==> src/rtl/ram_bist_pkg.sv <==
// ram_bist_pkg: shared definitions for the RAM self-test controller.
//   - FSM state encoding (state_t and the St* constants)
//   - Pattern indices, the pattern count and the pattern generator function
// Optional feature macro: RAM_BIST_CHECKERBOARD_EN adds the 16'hAAAA/16'h5555 checkerboard
// pattern, so four patterns run instead of three.
package ram_bist_pkg;

    typedef logic [2:0] state_t;

    localparam state_t StIdle  = 3'd0;
    localparam state_t StWrite = 3'd1;
    localparam state_t StRead  = 3'd2;
    localparam state_t StDrain = 3'd3;
    localparam state_t StNext  = 3'd4;
    localparam state_t StDone  = 3'd5;

    typedef logic [1:0] pat_idx_t;

    localparam pat_idx_t PatZeros = 2'd0;
    localparam pat_idx_t PatOnes  = 2'd1;
    localparam pat_idx_t PatAddr  = 2'd2;
`ifdef RAM_BIST_CHECKERBOARD_EN
    localparam pat_idx_t PatCheck = 2'd3;
    localparam int unsigned NumPatterns = 4;
`else
    localparam int unsigned NumPatterns = 3;
`endif
    localparam pat_idx_t PatLast = pat_idx_t'(NumPatterns - 1);

    // Generator works on a 64-bit word; callers truncate to their data width.
    localparam int unsigned PatWordW = 64;

    function automatic logic [PatWordW-1:0] pattern_word(input pat_idx_t idx,
                                                         input logic [PatWordW-1:0] addr);
        logic [PatWordW-1:0] w;
        w = '0;
        case (idx)
            PatZeros: w = '0;
            PatOnes:  w = '1;
            PatAddr:  w = addr;
`ifdef RAM_BIST_CHECKERBOARD_EN
            PatCheck: w = addr[0] ? 64'h0000_0000_0000_5555 : 64'h0000_0000_0000_AAAA;
`endif
            default:  w = '0;
        endcase
        return w;
    endfunction

endpackage

==> src/rtl/ram_bist_rd_pipe.sv <==
// ram_bist_rd_pipe: RD_LAT-deep shift register carrying {valid, address, expected word}
// alongside outstanding RAM reads, so the compare lines up with mem_q.
// Ports:
//   clock, aclr        - clock and asynchronous active-high reset (clears valid bits)
//   push_valid_i/...   - entry captured every cycle at the head
//   pop_valid_o/...    - entry leaving the tail, RD_LAT cycles after it was pushed
module ram_bist_rd_pipe #(
    parameter int unsigned RD_LAT = 2,
    parameter int unsigned ADDR_W = 14,
    parameter int unsigned DATA_W = 16
) (
    input  logic              clock,
    input  logic              aclr,
    input  logic              push_valid_i,
    input  logic [ADDR_W-1:0] push_addr_i,
    input  logic [DATA_W-1:0] push_exp_i,
    output logic              pop_valid_o,
    output logic [ADDR_W-1:0] pop_addr_o,
    output logic [DATA_W-1:0] pop_exp_o
);

    logic [RD_LAT-1:0]             valid_q, valid_d;
    logic [RD_LAT-1:0][ADDR_W-1:0] addr_q, addr_d;
    logic [RD_LAT-1:0][DATA_W-1:0] exp_q, exp_d;

    always_comb begin
        valid_d    = valid_q;
        addr_d     = addr_q;
        exp_d      = exp_q;
        valid_d[0] = push_valid_i;
        addr_d[0]  = push_addr_i;
        exp_d[0]   = push_exp_i;
        for (int unsigned i = 1; i < RD_LAT; i++) begin
            valid_d[i] = valid_q[i-1];
            addr_d[i]  = addr_q[i-1];
            exp_d[i]   = exp_q[i-1];
        end
    end

    always_ff @(posedge clock or posedge aclr) begin
        if (aclr) begin
            valid_q <= '0;
            addr_q  <= '0;
            exp_q   <= '0;
        end else begin
            valid_q <= valid_d;
            addr_q  <= addr_d;
            exp_q   <= exp_d;
        end
    end

    assign pop_valid_o = valid_q[RD_LAT-1];
    assign pop_addr_o  = addr_q[RD_LAT-1];
    assign pop_exp_o   = exp_q[RD_LAT-1];

endmodule

==> src/rtl/ram_bist_ctrl.sv <==
// ram_bist_ctrl: self-test initiator for a single-port RAM. On start it writes and then
// reads back every address with each data pattern, counting mismatches.
// Optional feature macro: RAM_BIST_CHECKERBOARD_EN (adds a fourth, checkerboard pattern).
// Ports:
//   clock, aclr      - clock and asynchronous active-high reset
//   start            - test request, honoured only while idle
//   busy, done       - test in progress / one-cycle end-of-test pulse
//   pass, error_cnt, first_err_addr - results, held until the next accepted start
//   mem_address, mem_data, mem_wren - registered RAM controls
//   mem_q            - RAM read data, valid RD_LAT cycles after the address
module ram_bist_ctrl
    import ram_bist_pkg::*;
#(
    parameter int unsigned ADDR_W = 14,
    parameter int unsigned DATA_W = 16,
    parameter int unsigned RD_LAT = 2
) (
    input  logic              clock,
    input  logic              aclr,
    input  logic              start,
    output logic              busy,
    output logic              done,
    output logic              pass,
    output logic [15:0]       error_cnt,
    output logic [ADDR_W-1:0] first_err_addr,
    output logic [ADDR_W-1:0] mem_address,
    output logic [DATA_W-1:0] mem_data,
    output logic              mem_wren,
    input  logic [DATA_W-1:0] mem_q
);

    localparam logic [ADDR_W-1:0] AddrLast = '1;
    localparam logic [2:0]        DrainLast = 3'(RD_LAT - 1);

    state_t            state_q, state_d;
    pat_idx_t          pat_q, pat_d;
    logic [ADDR_W-1:0] addr_q, addr_d;
    logic [2:0]        drain_q, drain_d;
    logic [DATA_W-1:0] data_q, data_d;
    logic              wren_q, wren_d;
    logic [15:0]       err_q, err_d;
    logic [ADDR_W-1:0] first_q, first_d;
    logic              pass_q, pass_d;

    logic              push_valid;
    logic [DATA_W-1:0] push_exp;
    logic              rd_valid;
    logic [ADDR_W-1:0] rd_addr;
    logic [DATA_W-1:0] rd_exp;

    function automatic logic [DATA_W-1:0] word_at(input pat_idx_t p,
                                                  input logic [ADDR_W-1:0] a);
        logic [PatWordW-1:0] w;
        w = pattern_word(p, PatWordW'(a));
        return w[DATA_W-1:0];
    endfunction

    // Every READ cycle issues one address; its expected word travels with it.
    assign push_valid = (state_q == StRead);
    assign push_exp   = word_at(pat_q, addr_q);

    ram_bist_rd_pipe #(
        .RD_LAT (RD_LAT),
        .ADDR_W (ADDR_W),
        .DATA_W (DATA_W)
    ) u_rd_pipe (
        .clock        (clock),
        .aclr         (aclr),
        .push_valid_i (push_valid),
        .push_addr_i  (addr_q),
        .push_exp_i   (push_exp),
        .pop_valid_o  (rd_valid),
        .pop_addr_o   (rd_addr),
        .pop_exp_o    (rd_exp)
    );

    always_comb begin
        state_d = state_q;
        pat_d   = pat_q;
        addr_d  = addr_q;
        drain_d = drain_q;
        data_d  = '0;
        wren_d  = 1'b0;
        err_d   = err_q;
        first_d = first_q;
        pass_d  = pass_q;

        if (rd_valid && (mem_q != rd_exp)) begin
            if (err_q != 16'hFFFF) begin
                err_d = err_q + 16'd1;
            end
            // A zero count means no mismatch has been seen yet in this test.
            if (err_q == 16'd0) begin
                first_d = rd_addr;
            end
        end

        case (state_q)
            StIdle: begin
                if (start) begin
                    state_d = StWrite;
                    pat_d   = PatZeros;
                    addr_d  = '0;
                    wren_d  = 1'b1;
                    data_d  = word_at(PatZeros, '0);
                    err_d   = '0;
                    first_d = '0;
                    pass_d  = 1'b0;
                end
            end
            StWrite: begin
                if (addr_q == AddrLast) begin
                    state_d = StRead;
                    addr_d  = '0;
                end else begin
                    addr_d = addr_q + 1'b1;
                    wren_d = 1'b1;
                    data_d = word_at(pat_q, addr_q + 1'b1);
                end
            end
            StRead: begin
                if (addr_q == AddrLast) begin
                    state_d = StDrain;
                    addr_d  = '0;
                    drain_d = '0;
                end else begin
                    addr_d = addr_q + 1'b1;
                end
            end
            StDrain: begin
                if (drain_q == DrainLast) begin
                    state_d = StNext;
                end else begin
                    drain_d = drain_q + 3'd1;
                end
            end
            StNext: begin
                if (pat_q != PatLast) begin
                    state_d = StWrite;
                    pat_d   = pat_q + 2'd1;
                    addr_d  = '0;
                    wren_d  = 1'b1;
                    data_d  = word_at(pat_q + 2'd1, '0);
                end else begin
                    // Delay line is empty here, so the count is final.
                    state_d = StDone;
                    pass_d  = (err_q == 16'd0);
                end
            end
            StDone: begin
                state_d = StIdle;
            end
            default: begin
                state_d = StIdle;
            end
        endcase
    end

    always_ff @(posedge clock or posedge aclr) begin
        if (aclr) begin
            state_q <= StIdle;
            pat_q   <= PatZeros;
            addr_q  <= '0;
            drain_q <= '0;
            data_q  <= '0;
            wren_q  <= 1'b0;
            err_q   <= '0;
            first_q <= '0;
            pass_q  <= 1'b0;
        end else begin
            state_q <= state_d;
            pat_q   <= pat_d;
            addr_q  <= addr_d;
            drain_q <= drain_d;
            data_q  <= data_d;
            wren_q  <= wren_d;
            err_q   <= err_d;
            first_q <= first_d;
            pass_q  <= pass_d;
        end
    end

    assign busy           = (state_q == StWrite) || (state_q == StRead) ||
                            (state_q == StDrain) || (state_q == StNext);
    assign done           = (state_q == StDone);
    assign pass           = pass_q;
    assign error_cnt      = err_q;
    assign first_err_addr = first_q;
    assign mem_address    = addr_q;
    assign mem_data       = data_q;
    assign mem_wren       = wren_q;

endmodule

==> config.mk <==
export PLATFORM = sky130hd
export DESIGN_NAME = ram_bist_ctrl
export DESIGN_NICKNAME = d
export VERILOG_FILES = /design/src/rtl/ram_bist_pkg.sv /design/src/rtl/ram_bist_rd_pipe.sv /design/src/rtl/ram_bist_ctrl.sv
export SDC_FILE = /design/constraint.sdc
export NUM_CORES = 1
export LEC_CHECK = 0
export CORE_MARGIN = 5
export CORE_UTILIZATION = 40
export CTS_CLUSTER_DIAMETER = 200
export DETAILED_ROUTE_END_ITERATION = 10
export PLACE_DENSITY = 0.62
export SLEW_MARGIN = 20
export SYNTH_ARGS = -nofsm -noshare
export SYNTH_HDL_FRONTEND = slang
export SYNTH_SLANG_ARGS = --single-unit
==> constraint.sdc <==
create_clock -name clock -period 15.3 [get_ports clock]
set_clock_uncertainty 0.2 [all_clocks]
set_input_delay 4.59 -clock clock [delete_from_list [all_inputs] [get_ports clock]]
set_output_delay 4.59 -clock clock [all_outputs]
set_load 0.01 [all_outputs]
==> impl_summary.txt <==
----------------------------------------------------
[Outcome]
  Run status ... finished clean

[Clock tree]
  Cts bufs inserted ... 17
  Reg clk slew, reported paths ... 50 ps
  Quantity of hold-fixing buffers added after cts ... 0
  Count of clock tree sinks ... ~130
  Clk_lat worst skew ... 400 ps
  Buffers inserted by post-CTS timing repair ... 0
  Clock tree from TritonCTS ... done
  Post-CTS resize count ... 0
  H-tree levels ... 4
  CTS root buf ... clkbuf_16
  Clock tree buffer depth ... 2

[Logic synthesis]
  Share of the synthesized area in the top cell type ... between 50 and 60%
  Sequential-to-total area share from yosys stat ... between 50% and 60%
  Most instantiated library cell after synthesis ... dfrtp_1
  Largest family of logic cells by synthesized area ... simple AND/OR/NAND/NOR gates
  Average instance area after synthesis ... between 10 and 15 sq um
  Adder-Cell Fraction of Synth Area ... around 1.8%
  Post-synthesis net count ... 538
  Compound-cell area share of the yosys netlist ... between 10% and 20%
  Number of flops mapped to enable cells by yosys ... 0
  Syn Std Cell Area ... between 5000 and 6000 sq um
  Post-Synth XOR/XNOR Area ... between 4 and 5%
  Number of instances in the synthesized netlist ... 511
  Most numerous cell types in the synthesized netlist ... 129 x dfrtp_1, 43 x nand2_1, 42 x nor2_1
  Synth warnings ... 0
  Synth Area in Simple Gates ... roughly 17%
  Mux share of post-synthesis cell area ... 3.40%
  Top FF cell, synth ... dfrtp_1
  Cell types occupying the most area after synthesis ... dfrtp_1 57%, mux2i_1 3.2%, a21oi_1 3.1%
  Proportion of synthesized flip-flops having asynchronous set or reset ... 100%
  Post-synth top area cell ... dfrtp_1
  Count of unique library cells instantiated by Yosys ... 59
  Flip-flop and latch count after synthesis ... 129

[Finish]
  Cell area after layout ... approximately 7100 sq um
  Synthesis-to-layout area growth ... 25.8%
  Final nets ... a little over 600
  Number of diodes ... 0
  Share of layout cells above drive strength 1 ... under 10%

[Die]
  Core region area ... roughly 14000 sq um
  X dimension of the die ... around 130 microns
  Site Rows ... 43
  Die height ... about 130 microns
  Ports ... 83
  Initial Util ... 40.7%
  Die area ... roughly 17000 sq um

[Place]
  Final HPWL from detailed placement ... around 8500 microns
  Placement Cell Area ... 6470 sq um
  Final weighted congestion in routability-driven placement ... 0.854
  Number of input and output port buffers inserted ... 82

[GRT]
  Maximum number of pins on one net before global-route repair ... 72
  Via count of the first global-routing pass ... roughly 4000
  Antenna violations before repair ... 0
  Global-route congestion overflow total ... 0
  Overall routing resource usage ... approximately 16%
  Global-route wire length before repair ... around 20000 microns

[Routing]
  Count of unresolved DRC violations after routing ... 0
  Average routed wire per standard cell ... approximately 16 microns
  Drt via density ... ~5.2
  Vias post-DR ... slightly above 4000
  ANT nets after route ... 0
  Overall routed net length ... about 12000 microns
  DRT Pass-1 Iters ... 4
  DRC violation total after the first TritonRoute iteration ... around 340

[STA]
  Tightest Pin Transition ... slightly above 900 ps
  Worst hold margin ... around 150 ps
  Final number of setup-violating endpoints ... 0
  Achievable clock frequency ... between 0.1 and 0.15 GHz
  Relative slew margins ... 37.9%
  Period minus WS final ... between 7000 and 8000 ps
  Setup repair after global routing missed its margin ... no
  Slew Viols, Final ... 0
  Final Hold Violating Endpoints ... 0
  Final total negative setup slack ... 0 ps
  Final worst path period share ... ~46%

[Power and ir drop]
  Power per cell area ... ~100 nW/um^2
  Static leakage ... about 0.0031 uW
  Worst VDD drop ... just under 0.09 mV

[Worst setup path]
  Worst path cell trace ... nor2_1 -> xnor2_1 -> clkdlybuf4s50_1
  Cell type of the slowest stage on the worst timing path ... dfrtp_1
  CP top delay family ... flip-flops
  Category of the most critical setup path ... reg -> out
  Crit path DAT ... 2250 ps
  Critical-path maximum fanout ... 19
  Nature of the critical path endpoint ... output pin
  Type of origin of the critical path ... flip-flop
  Biggest cell delay along the critical path ... roughly 600 ps
  CP Buf/Inv Count ... 1
  Data required time of the critical path ... about 11000 ps

[Worst hold path]
  Classification of the worst-slack hold path ... reg -> reg

[Job]
  Max-cap violations ... 0

----------------------------------------------------
-- metrics by stage --
stage / utilization, % / total power, uW / std cells / setup WS [ps]
final: 51.2 / 743 / 771 / 8260
after global routing: 51.2 / 769 / 771 / 8150
after CTS: 51.0 / 751 / 770 / 8250
after detailed placement: 46.8 / 362 / 738 / 8170
after global placement: 46.8 / 362 / 738 / 8240
after floorplan: - / 355 / 511 / 7070
-- state kept, by name, summed over array words and instances (netlist names), 3 cells and up --
register	flops
first_err_addr	14
u_rd_pipe.exp_d	15
error_cnt	16
u_rd_pipe.addr_d	14
mem_data	15
u_rd_pipe.pop_exp_o	15
u_rd_pipe.pop_addr_o	14
drain_q	3
state_q	3
mem_address	14
-- power by group --
part | total (uW) | internal [uW] | switching (uW) | leakage (uW)
clock network | 387 | 248 | 139 | 0.000277
logic | 14.4 | 5.29 | 9.07 | 0.00127
registers | 341 | 341 | 0.00129 | 0.00160
-- final timing paths --
check / slack (ps) / endpoint / cells after the start / from
hold / removal: 150 / u_rd_pipe.pop_addr_o[8] / 0 / u_rd_pipe.addr_d[22]
max in group asynchronous: 9100 / mem_data[8] / 3 / aclr
setup / recovery: 8260 / busy / 3 / state_q[0]
hold reg to reg: 150 / u_rd_pipe.pop_addr_o[8] / 0 / u_rd_pipe.addr_d[22]
setup reg to reg: 12700 / mem_data[4] / 7 / mem_address[0]
min in group asynchronous: 4530 / u_rd_pipe.addr_d[15] / 2 / aclr
-- cell families after synthesis --
kind of cell | count (synthesis)
DFF | 129
and+or+nand+nor | 179
adders and majority gates | 8
AOI/OAI and AO/OA | 101
xor gates and xnor gates | 28
muxes | 19
buffers and inverters | 47
-- area by class of cell --
| type | count | area, sq um |
|---|---|---|
| fill | 1187 | 6750 |
| sequential | 129 | 3230 |
| multi-input combinational | 335 | 2150 |
| timing repair buffer | 85 | 863 |
| clock buffer | 23 | 468 |
| tap | 180 | 225 |
| clock inverter | 9 | 108 |
| inverter | 10 | 40.0 |
-- placed cells by master, fill, tap and decap left out, drive strengths merged, types with 6 or more instances in the layout --
cell / instances
a31oi: 6
mux2i: 18
xnor2: 10
o21ai: 37
ha: 8
nand3: 17
a22o: 7
clkinv: 6
a21oi: 35
clkbuf: 23
dfrtp: 129
nand4: 9
nor4: 7
nor3: 8
or3: 10
nor2b: 18
nor2: 44
nand2: 44
clkdlybuf4s50: 82
xor2: 18
inv: 9
and3: 7
-- worst register-to-register path: stages (launching register included) --
cell	delay, ps
dfrtp_1	520
ha_1	290
and3_1	280
nand4_4	190
nor3_4	390
nor3_1	170
nand2_1	250
o21ai_0	170
-- layer usage --
layer  GRT usage, %  vias to the layer above  share of wire [%]
met5              0                        -                  0
met4           6.18                        0                1.5
met3           4.40                       17                6.3
met2           24.7                      129                 49
li1               -                     1902                  -
met1           20.7                     1977                 44
Note: power is estimated with default switching activity, not from simulation.
